`src/rtl/icache_pkg.sv`:
```
// Shared definitions for the icache miss path.
//   tag_bits()   : derives the tag width from address, set-index and offset widths
//   OFFSET_BITS  : byte-in-block offset width of the default configuration
//   miss_entry_t : {tag, setid, wid} record for the default configuration
package icache_pkg;

  localparam int unsigned XLEN_DEF         = 32;
  localparam int unsigned SETIDX_DEF       = 5;
  localparam int unsigned BLOCK_OFFSET_DEF = 1;
  localparam int unsigned WORD_OFFSET_DEF  = 1;
  localparam int unsigned WID_DEF          = 3;

  localparam int unsigned OFFSET_BITS = BLOCK_OFFSET_DEF + WORD_OFFSET_DEF;

  function automatic int unsigned tag_bits(input int unsigned xlen,
                                           input int unsigned setidx_bits,
                                           input int unsigned block_off_bits,
                                           input int unsigned word_off_bits);
    return xlen - setidx_bits - block_off_bits - word_off_bits;
  endfunction

  localparam int unsigned TAG_DEF =
      tag_bits(XLEN_DEF, SETIDX_DEF, BLOCK_OFFSET_DEF, WORD_OFFSET_DEF);

  typedef struct packed {
    logic [TAG_DEF-1:0]    tag;
    logic [SETIDX_DEF-1:0] setid;
    logic [WID_DEF-1:0]    wid;
  } miss_entry_t;

endpackage

```
`src/rtl/icache_miss_fifo.sv`:
```
// Generic circular FIFO with occupancy count and synchronous flush.
// Ports:
//   clk, rst_n          : clock, asynchronous active-low reset
//   flush               : drop all entries at the next edge (beats push/pop)
//   push, wdata         : write request (ignored when full)
//   pop, rdata          : read request (ignored when empty), head entry
//   count, full, empty  : occupancy
//   entries, entry_valid: raw storage and per-slot occupancy, for external comparators
module icache_miss_fifo #(
  parameter int unsigned WIDTH = 8,
  parameter int unsigned DEPTH = 4,
  localparam int unsigned PtrW = $clog2(DEPTH),
  localparam int unsigned CntW = PtrW + 1
) (
  input  logic                        clk,
  input  logic                        rst_n,
  input  logic                        flush,
  input  logic                        push,
  input  logic [WIDTH-1:0]            wdata,
  input  logic                        pop,
  output logic [WIDTH-1:0]            rdata,
  output logic [CntW-1:0]             count,
  output logic                        full,
  output logic                        empty,
  output logic [DEPTH-1:0][WIDTH-1:0] entries,
  output logic [DEPTH-1:0]            entry_valid
);

  logic [DEPTH-1:0][WIDTH-1:0] mem_q;
  logic [PtrW-1:0]             wr_ptr_q, rd_ptr_q;
  logic [CntW-1:0]             count_q;
  logic                        do_push, do_pop;

  assign full    = (count_q == CntW'(DEPTH));
  assign empty   = (count_q == '0);
  assign do_push = push & ~full & ~flush;
  assign do_pop  = pop & ~empty & ~flush;

  assign rdata   = mem_q[rd_ptr_q];
  assign count   = count_q;
  assign entries = mem_q;

  // Slot i is live when its distance from the read pointer is below the count.
  always_comb begin
    logic [PtrW-1:0] offs;
    entry_valid = '0;
    offs        = '0;
    for (int i = 0; i < DEPTH; i++) begin
      offs           = PtrW'(i) - rd_ptr_q;
      entry_valid[i] = (CntW'(offs) < count_q);
    end
  end

  always_ff @(posedge clk or negedge rst_n) begin
    if (!rst_n) begin
      mem_q    <= '0;
      wr_ptr_q <= '0;
      rd_ptr_q <= '0;
      count_q  <= '0;
    end else if (flush) begin
      wr_ptr_q <= '0;
      rd_ptr_q <= '0;
      count_q  <= '0;
    end else begin
      if (do_push) begin
        mem_q[wr_ptr_q] <= wdata;
        wr_ptr_q        <= wr_ptr_q + PtrW'(1);
      end
      if (do_pop) begin
        rd_ptr_q <= rd_ptr_q + PtrW'(1);
      end
      case ({do_push, do_pop})
        2'b10:   count_q <= count_q + CntW'(1);
        2'b01:   count_q <= count_q - CntW'(1);
        default: count_q <= count_q;
      endcase
    end
  end

endmodule

```
`src/rtl/icache_miss_req_gen.sv`:
```
// Instruction-cache miss request generator: queues missed {tag, setid, wid},
// rebuilds the line-aligned block address and issues it over valid/ready.
// Optional feature macro: ICACHE_MISS_MERGE_EN -- a miss whose {tag, setid}
// matches a queued entry is accepted without being enqueued (even when full).
// Ports:
//   clk, rst_n                       : clock, asynchronous active-low reset
//   miss_valid_i/miss_ready_o        : miss handshake
//   miss_tag_i, miss_setid_i, miss_wid_i : missed line and requesting warp
//   mem_req_valid_o/mem_req_ready_i  : memory request handshake
//   mem_req_addr_o, mem_req_wid_o    : head entry block address and warp id
//   flush_i                          : discard all queued misses
module icache_miss_req_gen
  import icache_pkg::*;
#(
  parameter int unsigned XLEN             = 32,
  parameter int unsigned SETIDXBITS       = 5,
  parameter int unsigned BLOCK_OFFSETBITS = 1,
  parameter int unsigned WORD_OFFSETBITS  = 1,
  parameter int unsigned WID_BITS         = 3,
  parameter int unsigned DEPTH            = 4,
  localparam int unsigned TAG_BITS =
      tag_bits(XLEN, SETIDXBITS, BLOCK_OFFSETBITS, WORD_OFFSETBITS)
) (
  input  logic                  clk,
  input  logic                  rst_n,
  input  logic                  miss_valid_i,
  output logic                  miss_ready_o,
  input  logic [TAG_BITS-1:0]   miss_tag_i,
  input  logic [SETIDXBITS-1:0] miss_setid_i,
  input  logic [WID_BITS-1:0]   miss_wid_i,
  output logic                  mem_req_valid_o,
  input  logic                  mem_req_ready_i,
  output logic [XLEN-1:0]       mem_req_addr_o,
  output logic [WID_BITS-1:0]   mem_req_wid_o,
  input  logic                  flush_i
);

  localparam int unsigned OffBits   = BLOCK_OFFSETBITS + WORD_OFFSETBITS;
  localparam int unsigned EntryBits = TAG_BITS + SETIDXBITS + WID_BITS;
  localparam int unsigned CntW      = $clog2(DEPTH) + 1;

  typedef struct packed {
    logic [TAG_BITS-1:0]   tag;
    logic [SETIDXBITS-1:0] setid;
    logic [WID_BITS-1:0]   wid;
  } entry_t;

  entry_t                          in_entry, head;
  logic [EntryBits-1:0]            head_raw;
  logic [DEPTH-1:0][EntryBits-1:0] entries;
  logic [DEPTH-1:0]                entry_valid;
  logic [CntW-1:0]                 count;
  logic                            full, empty;
  logic                            push, pop;

  assign in_entry = '{tag: miss_tag_i, setid: miss_setid_i, wid: miss_wid_i};

`ifdef ICACHE_MISS_MERGE_EN
  logic hit;

  always_comb begin
    entry_t e;
    hit = 1'b0;
    e   = '0;
    for (int i = 0; i < DEPTH; i++) begin
      e = entry_t'(entries[i]);
      if (entry_valid[i] && (e.tag == miss_tag_i) && (e.setid == miss_setid_i)) begin
        hit = 1'b1;
      end
    end
  end

  // A duplicate is absorbed: the pending refill wakes every warp on that line.
  assign miss_ready_o = (~full | hit) & ~flush_i;
  assign push         = miss_valid_i & miss_ready_o & ~hit;
`else
  logic unused_merge_taps;
  assign unused_merge_taps = ^{entries, entry_valid};

  assign miss_ready_o = ~full & ~flush_i;
  assign push         = miss_valid_i & miss_ready_o;
`endif

  assign mem_req_valid_o = ~empty;
  assign pop             = mem_req_valid_o & mem_req_ready_i;

  assign head           = entry_t'(head_raw);
  assign mem_req_addr_o = {head.tag, head.setid, {OffBits{1'b0}}};
  assign mem_req_wid_o  = head.wid;

  icache_miss_fifo #(
    .WIDTH(EntryBits),
    .DEPTH(DEPTH)
  ) u_fifo (
    .clk        (clk),
    .rst_n      (rst_n),
    .flush      (flush_i),
    .push       (push),
    .wdata      (in_entry),
    .pop        (pop),
    .rdata      (head_raw),
    .count      (count),
    .full       (full),
    .empty      (empty),
    .entries    (entries),
    .entry_valid(entry_valid)
  );

  logic unused_count;
  assign unused_count = ^count;

endmodule

```
`config.mk`:
```
export PLATFORM = sky130hd
export DESIGN_NAME = icache_miss_req_gen
export DESIGN_NICKNAME = d
export VERILOG_FILES = /design/src/rtl/icache_pkg.sv /design/src/rtl/icache_miss_fifo.sv /design/src/rtl/icache_miss_req_gen.sv
export SDC_FILE = /design/constraint.sdc
export NUM_CORES = 1
export LEC_CHECK = 0
export BUFFER_PORTS_ARGS = -buffer_cell sky130_fd_sc_hd__buf_4
export CAP_MARGIN = 20
export CORE_UTILIZATION = 29
export DETAILED_ROUTE_END_ITERATION = 10
export GPL_ROUTABILITY_DRIVEN = 0
export GPL_TIMING_DRIVEN = 0
export PLACE_DENSITY = 0.5
export SETUP_SLACK_MARGIN = 0.5
export SLEW_MARGIN = 10
export SYNTH_ARGS = -nofsm -noshare
export SYNTH_HDL_FRONTEND = slang
export SYNTH_HIERARCHICAL = 1
export SYNTH_SLANG_ARGS = --single-unit
```
`constraint.sdc`:
```
create_clock -name clk -period 3.3 [get_ports clk]
set_input_delay 0.495 -clock clk [delete_from_list [all_inputs] [get_ports clk]]
set_output_delay 0.495 -clock clk [all_outputs]
set_load 0.01 [all_outputs]
```
Word level (Yosys, flattened, before mapping) --
Cells that the tools add are included. Widths: inputs -> output; s select.
Storage, ports and cells: output and inout port bits 37, register bits 139, logic and storage cells 44, input bits 38
Operators by class: bitwise gates (word level) 10, reduce and logical (&&, ||, !) cells 6, equal/unequal tests 3, mux-type cells 11, order comparisons 3, add/subtract/negate cells 4
Operators by type and width (count):
- $bwmux 132 | 1
- $bmux 33 s2 | 1
- $demux 33 s2 | 1
- $mux 33 | 2
- $mux 2 | 4
- $and 1x1->1 | 7
- $lt 2x3->1 const B | 2
- $pmux 3 s2 | 1
- $add 2x1->2 const B | 2
- $reduce_bool 2->1 | 2
- $add 3x1->3 const B | 1
- $eq 3x3->1 const B | 1
- $logic_not 3->1 | 1
- $mux 3 | 1
- $not 1->1 | 3
- $reduce_bool 3->1 | 1
- $sub 3x1->3 const B | 1
- $eq 2x1->1 const B | 1
- $eq 2x2->1 const B | 1
- $ge 2x1->1 const B | 1
- $reduce_and 2->1 | 1
- $logic_and 1x1->1 | 1

Depth between registers and ports, before layout --
Gate-level depths: netlist (run 1).
word-level depth 9, depth in mapped cells 12, depth with buffers taken out 9

Modules after synthesis --
The synthesis (run 1) kept the hierarchy.
By module, submodules not included:
- icache_miss_fifo | instances 1, area an instance 7024.2 µm², seq. area each 3478.3 µm², cells an instance 404
- icache_miss_req_gen | instances 1, area an instance 45.0 µm², seq. area each 0.0 µm², cells an instance 7

Least setup slack after synthesis (run 1) --
OpenSTA, ideal clock, no wires.
path type register to register, from reg u_fifo.count_q[2], in the netlist u_fifo/count[2], to reg u_fifo.count_q[1], in the netlist u_fifo/count[1], required time 3.175 ns, stages on the path, launching flop included 12, clock period less this slack 2.494 ns, arrival time 2.369 ns, slack 0.806 ns, cells stage by stage dfrtp_1 -> or3b_4 -> buf_6 -> inv_1 -> nor3b_2 -> buf_2 -> inv_1 -> a21oi_1 -> nor3_1 -> fa_1 -> a31oi_1 -> a2111oi_0
On the way: cells in the longest elaborated chain, start to end 9, elaborated cells on any way between the ends 16
RTL lines:
- start, declared | line icache_miss_fifo.sv:31 | logic [CntW-1:0] count_q;
- start signal, assigned | line icache_miss_fifo.sv:73 | 2'b10: count_q <= count_q + CntW'(1);
- start signal, assigned | line icache_miss_fifo.sv:74 | 2'b01: count_q <= count_q - CntW'(1);
- start signal, assigned | line icache_miss_fifo.sv:75 | default: count_q <= count_q;
- $eq 3x3->1 (*) | line icache_miss_fifo.sv:34 | assign full = (count_q == CntW'(DEPTH));
- named net full | line icache_miss_req_gen.sv:53 | logic full, empty;
- $not 1->1 (*) | line icache_miss_req_gen.sv:80 | assign miss_ready_o = ~full & ~flush_i;
- $and 1x1->1 (*) | line icache_miss_req_gen.sv:80
- $and 1x1->1 (*) | line icache_miss_req_gen.sv:81 | assign push = miss_valid_i & miss_ready_o;
- named net push | line icache_miss_req_gen.sv:54 | logic push, pop;
- $and 1x1->1 (*) (2 in series) | line icache_miss_fifo.sv:36 | assign do_push = push & ~full & ~flush;
- $eq 2x1->1 / $eq 2x2->1 (equally long branches) | line icache_miss_fifo.sv:72 | case ({do_push, do_pop})
- $pmux 3 s2 | line icache_miss_fifo.sv:72
- $mux 3 | line icache_miss_fifo.sv:60 | end else if (flush) begin
The timed path passes the listed nets; every way through them passes the cells marked *. A chain may end at the register's enable or synchronous reset.

Final worst setup path (run 1) --
from reg u_fifo.rd_ptr_q[1], to out mem_req_addr_o[21]
On the way: cells in the longest elaborated chain, start to end 2
RTL lines:
- start, declared | line icache_miss_fifo.sv:30 | logic [PtrW-1:0] wr_ptr_q, rd_ptr_q;
- start signal, assigned | line icache_miss_fifo.sv:70 | rd_ptr_q <= rd_ptr_q + PtrW'(1);
- $bmux 33 s2 | line icache_miss_fifo.sv:39 | assign rdata = mem_q[rd_ptr_q];
- $mux 33 (not written as such) | line icache_miss_fifo.sv:39
- end, declared | line icache_miss_req_gen.sv:33 | output logic [XLEN-1:0] mem_req_addr_o,
No other way between the ends. The select of a mux whose other input is x is not followed.

==> results of run 1 <==
[critical path, delay by kind of cell, from the launching register on]
family | cells | cell delay [ns]
mux | 1 | 0.39
buf+inv | 3 | 1.05
flops | 1 | 0.32
[cell type report]
class / instances / area share (%)
plain buffers: 30 / 4.13
clock buffers: 21 / 5.47
clock inverters: 11 / 1.82
inverters: 9 / 0.393
multi-input cells: 218 / 36.1
flip-flops and latches: 139 / 40.4
well taps: 319 / 4.64
repair buffers: 77 / 7.00
[per-layer routing]
metal / vias to the layer above / track usage (%) / part of all wire [%]
met4: 0 / 4.34 / 1.2
met5: - / 0 / 0
met3: 16 / 3.66 / 3.7
li1: 1650 / - / -
met2: 70 / 21.1 / 49
met1: 1934 / 17.8 / 46
[flip-flops by register name, summed over array words and instances (netlist names)]
signal / flops
u_fifo/entries: 132
u_fifo/rd_ptr_q: 2
u_fifo/count: 3
u_fifo/wr_ptr_q: 2
[repair_timing]
| item | in CTS | in global routing |
|---|---|---|
| hold endpoints to repair | 0 | 0 |
| endpoints found under the setup margin | 30 | 6 |
| buffers inserted | 0 | 4 |
| gates resized for setup | 5 | 3 |
| pin swaps | 0 | 1 |
| cloned | 0 | 0 |
[worst max path at each step]
stage / startpoint / end / slack, ns / cells after the start
after floorplan: u_fifo/count[2] / u_fifo/count[1] / 0.81 / 11
after global placement: u_fifo/count[2] / u_fifo/count[1] / 0.49 / 11
after detailed placement: u_fifo/count[2] / u_fifo/count[1] / 0.45 / 11
after CTS: u_fifo/rd_ptr_q[0] / mem_req_addr_o[2] / 0.51 / 4
after global routing: u_fifo/count[2] / u_fifo/count[1] / 0.45 / 11
final: u_fifo/rd_ptr_q[1] / mem_req_addr_o[21] / 0.62 / 4
[through the flow]
stage                     instances  hold WS (ns)  area (um2)  total power (uW)  worst slack, ns
after floorplan                 396         0.199        6950              3060            0.806
after global placement          787         0.483        7890              3490            0.492
after detailed placement        788         0.489        7930              3560            0.454
after CTS                       820        0.0854        8560              5630            0.515
after global routing            824         0.108        8600              5830            0.449
final                           824        0.0661        8600              5550            0.618
[layout by cell type (no fill, tap or decap), types with 2 or more instances in the layout]
master,instances
nand3_1,3
buf_12,12
buf_4,77
nand3_4,4
ha_1,4
clkinv_4,2
nor3_1,2
inv_1,9
dfrtp_1,139
clkbuf_2,3
o21ai_0,4
buf_2,5
mux2_4,120
xor2_1,2
clkbuf_16,17
mux4_2,33
inv_6,3
or3b_2,2
nor2_1,5
buf_6,4
clkbuf_1,4
clkbuf_8,3
nand2b_1,2
a21oi_1,6
bufinv_16,3
mux2_2,12
clkinvlp_4,3
clkbuf_4,2
conb_1,2
[where the power goes]
part           switching (uW)  internal (uW)  total (uW)
logic                     456            847        1300
registers                 186           2030        2220
clock network             765           1260        2020
==> metrics.yaml, run 1 <==
run_status:
  status: "finished clean"
timing:
  clock_skew_ns: 0.0108
  setup_tns_ns: 0
  tightest_slew_ns: 0.666
  clock.fmax_ghz: 0.373
  rsz0062_at_grt: "yes"
  min_period_ns: 2.68
  hold_viol: 0
  setup_viol: 0
  period_share_pct: 81.3
  slew_violations: 0
  relSlewSlack_pct: 55.6
critical_path:
  critPathMaxFanout: 10
  start_kind: "flip-flop"
  crit_type: "flip-flop to output port"
  r2r-end: "u_fifo/count[1]"
  path_cells: "clkbuf_1 > clkbuf_2 > mux4_2 > buf_4"
  crit_path_top_delay_cell: "clkbuf_1"
  reg2reg_slack_ns: 0.65
  endpoint_kind: "output port"
  arrival_ns: 2.19
  r2r_start: "u_fifo/count[2]"
  critPathMaxStageDelay_ns: 0.46
  worstRegToRegCells: 11
  worstPathRequired_ns: 2.80
power:
  p_per_area_mw_per_mm2: 645
  ir_drop_mv: 0.335
  leakage_uw: 0.00424
cts:
  cts.path.max_buffers: 2
  root_buffer: "clkbuf_16"
  cts_hold_buf: 0
  numCtsBuffers: 17
  clk_latency_ns: 0.42
  clock-sinks: 139
  path_clk_slew_ns: 0.06
  cts_tree: "yes"
  cts-htree-levels: 4
global_routing:
  grt_pass1_vias: 4176
  grt_first_pass_wirelength_um: 24300
  grt_max_degree: 74
  grt_use_total_pct: 13.4
  grt-ovfl-total: 0
  antenna_found_initial: 0
floorplanning:
  boundaryPins: 75
  core_mm2: 0.0235
  dieHeight_um: 157
  initial_utilization_pct: 29.6
  die_w_um: 157
  rows: 56
  die_area_mm2: 0.0246
route:
  drc: 0
  wl_per_cell_um: 18.5
  dr.pass1.iters: 4
  drt_iter0_drc: 144
  wirelength_um: 15200
  ant_nets: 0
  vias: 3670
  vias_per_cell: 4.45
synthesis:
  synth_area_per_cell_um2: 17.6
  yosysWarnings: 6
  synthCells: 395
  syn_area_mm2: 0.00695
placed_design:
  port_buffers: 72
  dp_hpwl_um: 9930
cells_and_area:
  nets: 535
  seq_area_mm2: 0.00348
  area_growth_pct: 23.8
  diodes: 0
  fillers: 2216
  layout-drive-gt1-share_pct: 61.2
  multi_input_area_mm2: 0.00311
  utilization_pct: 36.6
hold_path:
  worst_hold_path_type: "primary input to asynchronous set/reset pin"
run:
  drv_cap: 0
Power figures use the tool's default switching activity.
==> inputs of run 2 (changes only) <==
- clock period: 3.3 -> 2.7 ns (I/O delays scaled with it)
==> run 2 against run 1 <==
Compared with the run above: register-to-register slack got worse by 0.51 ns; sequential cell count unchanged; clock skew fell by 0.0022 ns; power grew 28%; first-iteration DRC count up 35%; combinational power grew 49%; critical path depth up 10; count of clock-buffer cells in the layout shrank 4; routed wire length is 12% higher; largest cell class unchanged; largest power group unchanged; highest routed layer unchanged.
==> metrics.yaml, run 2 (synthesis results as in run 1) <==
timing:
  clock.fmax_ghz: 0.391
  min_period_ns: 2.56
  setup_tns_ns: 0  # unchanged
  setup_slack_ns: 0.144  # was 0.618 ns
  slew_violations: 0  # unchanged
  clock_skew_ns: 0.00857  # was 0.0108 ns
  relSlewSlack_pct: 58.3  # was 55.6%
  hold_viol: 0  # unchanged
  period_share_pct: 94.7
  setup_viol: 0  # unchanged
  rsz0062_at_grt: "yes"  # unchanged
  tightest_slew_ns: 0.625  # was 0.666 ns
route:
  wirelength_um: 17100  # was 15,200 um
  drt_iter0_drc: 194  # was 144
  drc: 0  # unchanged
  dr_wl_met3_um: 575  # was 570 um
  vias: 3991  # was 3,670
  wl_met1_um: 8010  # was 7040 um
  vias_per_cell: 4.49  # was 4.45
  wl_met2_um: 8310  # was 7430 um
  ant_nets: 0  # unchanged
  wl_per_cell_um: 19.2  # was 18.5 um
  dr.pass1.iters: 4  # unchanged
  highest_layer: "met4"  # unchanged
power:
  leakage_uw: 0.00493  # was 0.00424 uW
  p_comb_share_pct: 27.4  # was 23.5%
  sw_frac_of_total_pct: 26.9  # was 25.4%
  p_sw_uw: 1910  # was 1410 uW
  power.internal_uw: 5180  # was 4140 uW
  seq_power_share_pct: 38.3  # was 40.0%
  total_power_uw: 7090  # was 5550 uW
  ir_drop_mv: 0.387  # was 0.335 mV
  p_per_area_mw_per_mm2: 709  # was 645 mW/mm2
  clockPowerShare_pct: 34.3  # was 36.5%
global_routing:
  antenna_found_initial: 0  # unchanged
  grt_use_total_pct: 14.6  # was 13.4%
  grt-ovfl-total: 0  # unchanged
  grt_max_degree: 76  # was 74
  grt_first_pass_wirelength_um: 26400  # was 24,300 um
  grt_pass1_vias: 4375  # was 4,176
cts:
  cts_tree: "yes"  # unchanged
  clk_latency_ns: 0.42  # about the same
  root_buffer: "clkbuf_16"  # unchanged
  numCtsBuffers: 17  # unchanged
  clock-sinks: 139  # unchanged
  path_clk_slew_ns: 0.07  # was 0.06 ns
  cts-htree-levels: 4  # unchanged
  cts.path.max_buffers: 2  # unchanged
placed_design:
  dp.cells: 788  # unchanged
  dp_hpwl_um: 9790  # was 9930 um
  port_buffers: 72  # unchanged
  pre_cts_slack_ns: 0.0764  # was 0.454 ns
critical_path:
  path_common_cell: "buf_12"
  crit_path_top_delay_cell: "dfrtp_1"  # was clkbuf_1
  cp_num_buf_inv: 9  # was 3
  endpoint_kind: "flip-flop"  # was output port
  critPathMaxStageDelay_ns: 0.39  # was 0.46 ns
  r2r-end: "u_fifo/entries[30]"  # was u_fifo/count[1]
  start_kind: "flip-flop"  # unchanged
  crit_type: "flip-flop to flip-flop"  # was flip-flop to output port
  critPathMaxFanout: 5  # was 10
  critPathTopFamily: "buffers and inverters"  # unchanged
  path_cells: "buf_6 > or3b_4 > buf_12 > inv_8 > nor3b_4 > buf_4 > buf_6 > and2b_2 > buf_8 > nand3_4 > buf_12 > buf_12 > buf_12 > mux2_4"  # was clkbuf_1 > clkbuf_2 > mux4_2 > buf_4
  worstPathRequired_ns: 3.00  # was 2.80 ns
  r2r_start: "u_fifo/count[1]"  # was u_fifo/count[2]
  arrival_ns: 2.86  # was 2.19 ns
  reg2reg_slack_ns: 0.14  # was 0.65 ns
  worstRegToRegCells: 14  # was 11
hold_path:
  hold_path.startpoint: "miss_tag_i[20]"
  holdPathEnd: "u_fifo/entries[61]"
  min_path_cells: 2
  worst_hold_path_type: "primary input to flip-flop"  # was primary input to asynchronous set/reset pin
cells_and_area:
  utilization_pct: 42.6  # was 36.6%
  final_cells: 889  # was 824
  nets: 600  # was 535
  largest_register_ffs: 132  # unchanged
  most-common-layout-cells: "dfrtp_1, mux2_4, buf_4, buf_6, buf_12"  # was dfrtp_1, mux2_4, buf_4, mux4_2, clkbuf_16
  area_growth_pct: 43.9  # was 23.8%
  layout-drive-gt1-share_pct: 67.9  # was 61.2%
  final_common_cell: "dfrtp_1"  # unchanged
  diodes: 0  # unchanged
run_status:
  status: "finished clean"  # unchanged
floorplanning:
  core_mm2: 0.0235  # unchanged
  die_w_um: 157  # unchanged
  rows: 56  # unchanged
  die_area_mm2: 0.0246  # unchanged
  initial_utilization_pct: 29.6  # unchanged
  dieHeight_um: 157  # unchanged
  boundaryPins: 75  # unchanged
run:
  drv_cap: 0  # unchanged
-- run 2: cell count changes in the layout (fill, tap and decap cells not counted), sizes merged --
cell         change
buf             +63
bufinv           -1
clkbuf           -3
clkinv           +1
clkinvlp         -2
dlygate4sd3      +1
inv              +6
-- run 2: power groups by stage --
stage | combinational (uW) | sequential, uW | clock, uW
final | 1940 | 2710 | 2430
after global routing | 2070 | 2760 | 2600
after CTS | 1820 | 2710 | 2500
after detailed placement | 1620 | 2730 | 0
after global placement | 1570 | 2710 | 0
after floorplan | 1080 | 2660 | 0
-- run 2: area by class of cell --
type / count / area [um2]
well taps: 319 / 399
clock inverters: 15 / 180
fillers: 2070 / 13500
inverters: 9 / 43.8
repair buffers: 142 / 1820
plain buffers: 30 / 460
flip-flops and latches: 139 / 3480
multi-input cells: 218 / 3200
clock buffers: 17 / 425
-- run 2: worst max-delay path by stage --
stage,from,endpoint,cells past startpoint
5_1_grt,u_fifo/count[2],u_fifo/count[1],12
3_3_place_gp,u_fifo/count[2],u_fifo/count[1],11
3_5_place_dp,u_fifo/count[2],u_fifo/count[1],11
6_report,u_fifo/count[1],u_fifo/entries[30],14
4_1_cts,u_fifo/count[2],u_fifo/count[1],11
2_1_floorplan,u_fifo/count[2],u_fifo/count[1],11
-- run 2: metal layers --
metal	up-vias	track usage [%]
met1	2113	20.1
met3	10	3.57
met2	82	22.7
li1	1786	-
met4	0	4.11
met5	-	0
-- run 2: timing repair --
item / 4_1_cts / 5_1_grt
gates cloned: 11 / 3
gates resized for setup: 78 / 46
setup endpoints to repair: 167 / 168
hold buffers: 1 / 0
setup buffers: 41 / 13
endpoints found under the hold margin: 32 / 0
pin swaps: 4 / 5
-- run 2: metrics by stage --
step / hold slack, ns / area (um2)
3_5_place_dp: 0.446 / 7960
3_3_place_gp: 0.482 / 7930
6_report: 0.239 / 10000
2_1_floorplan: 0.109 / 6990
5_1_grt: 0.223 / 10000
4_1_cts: 0.220 / 9640
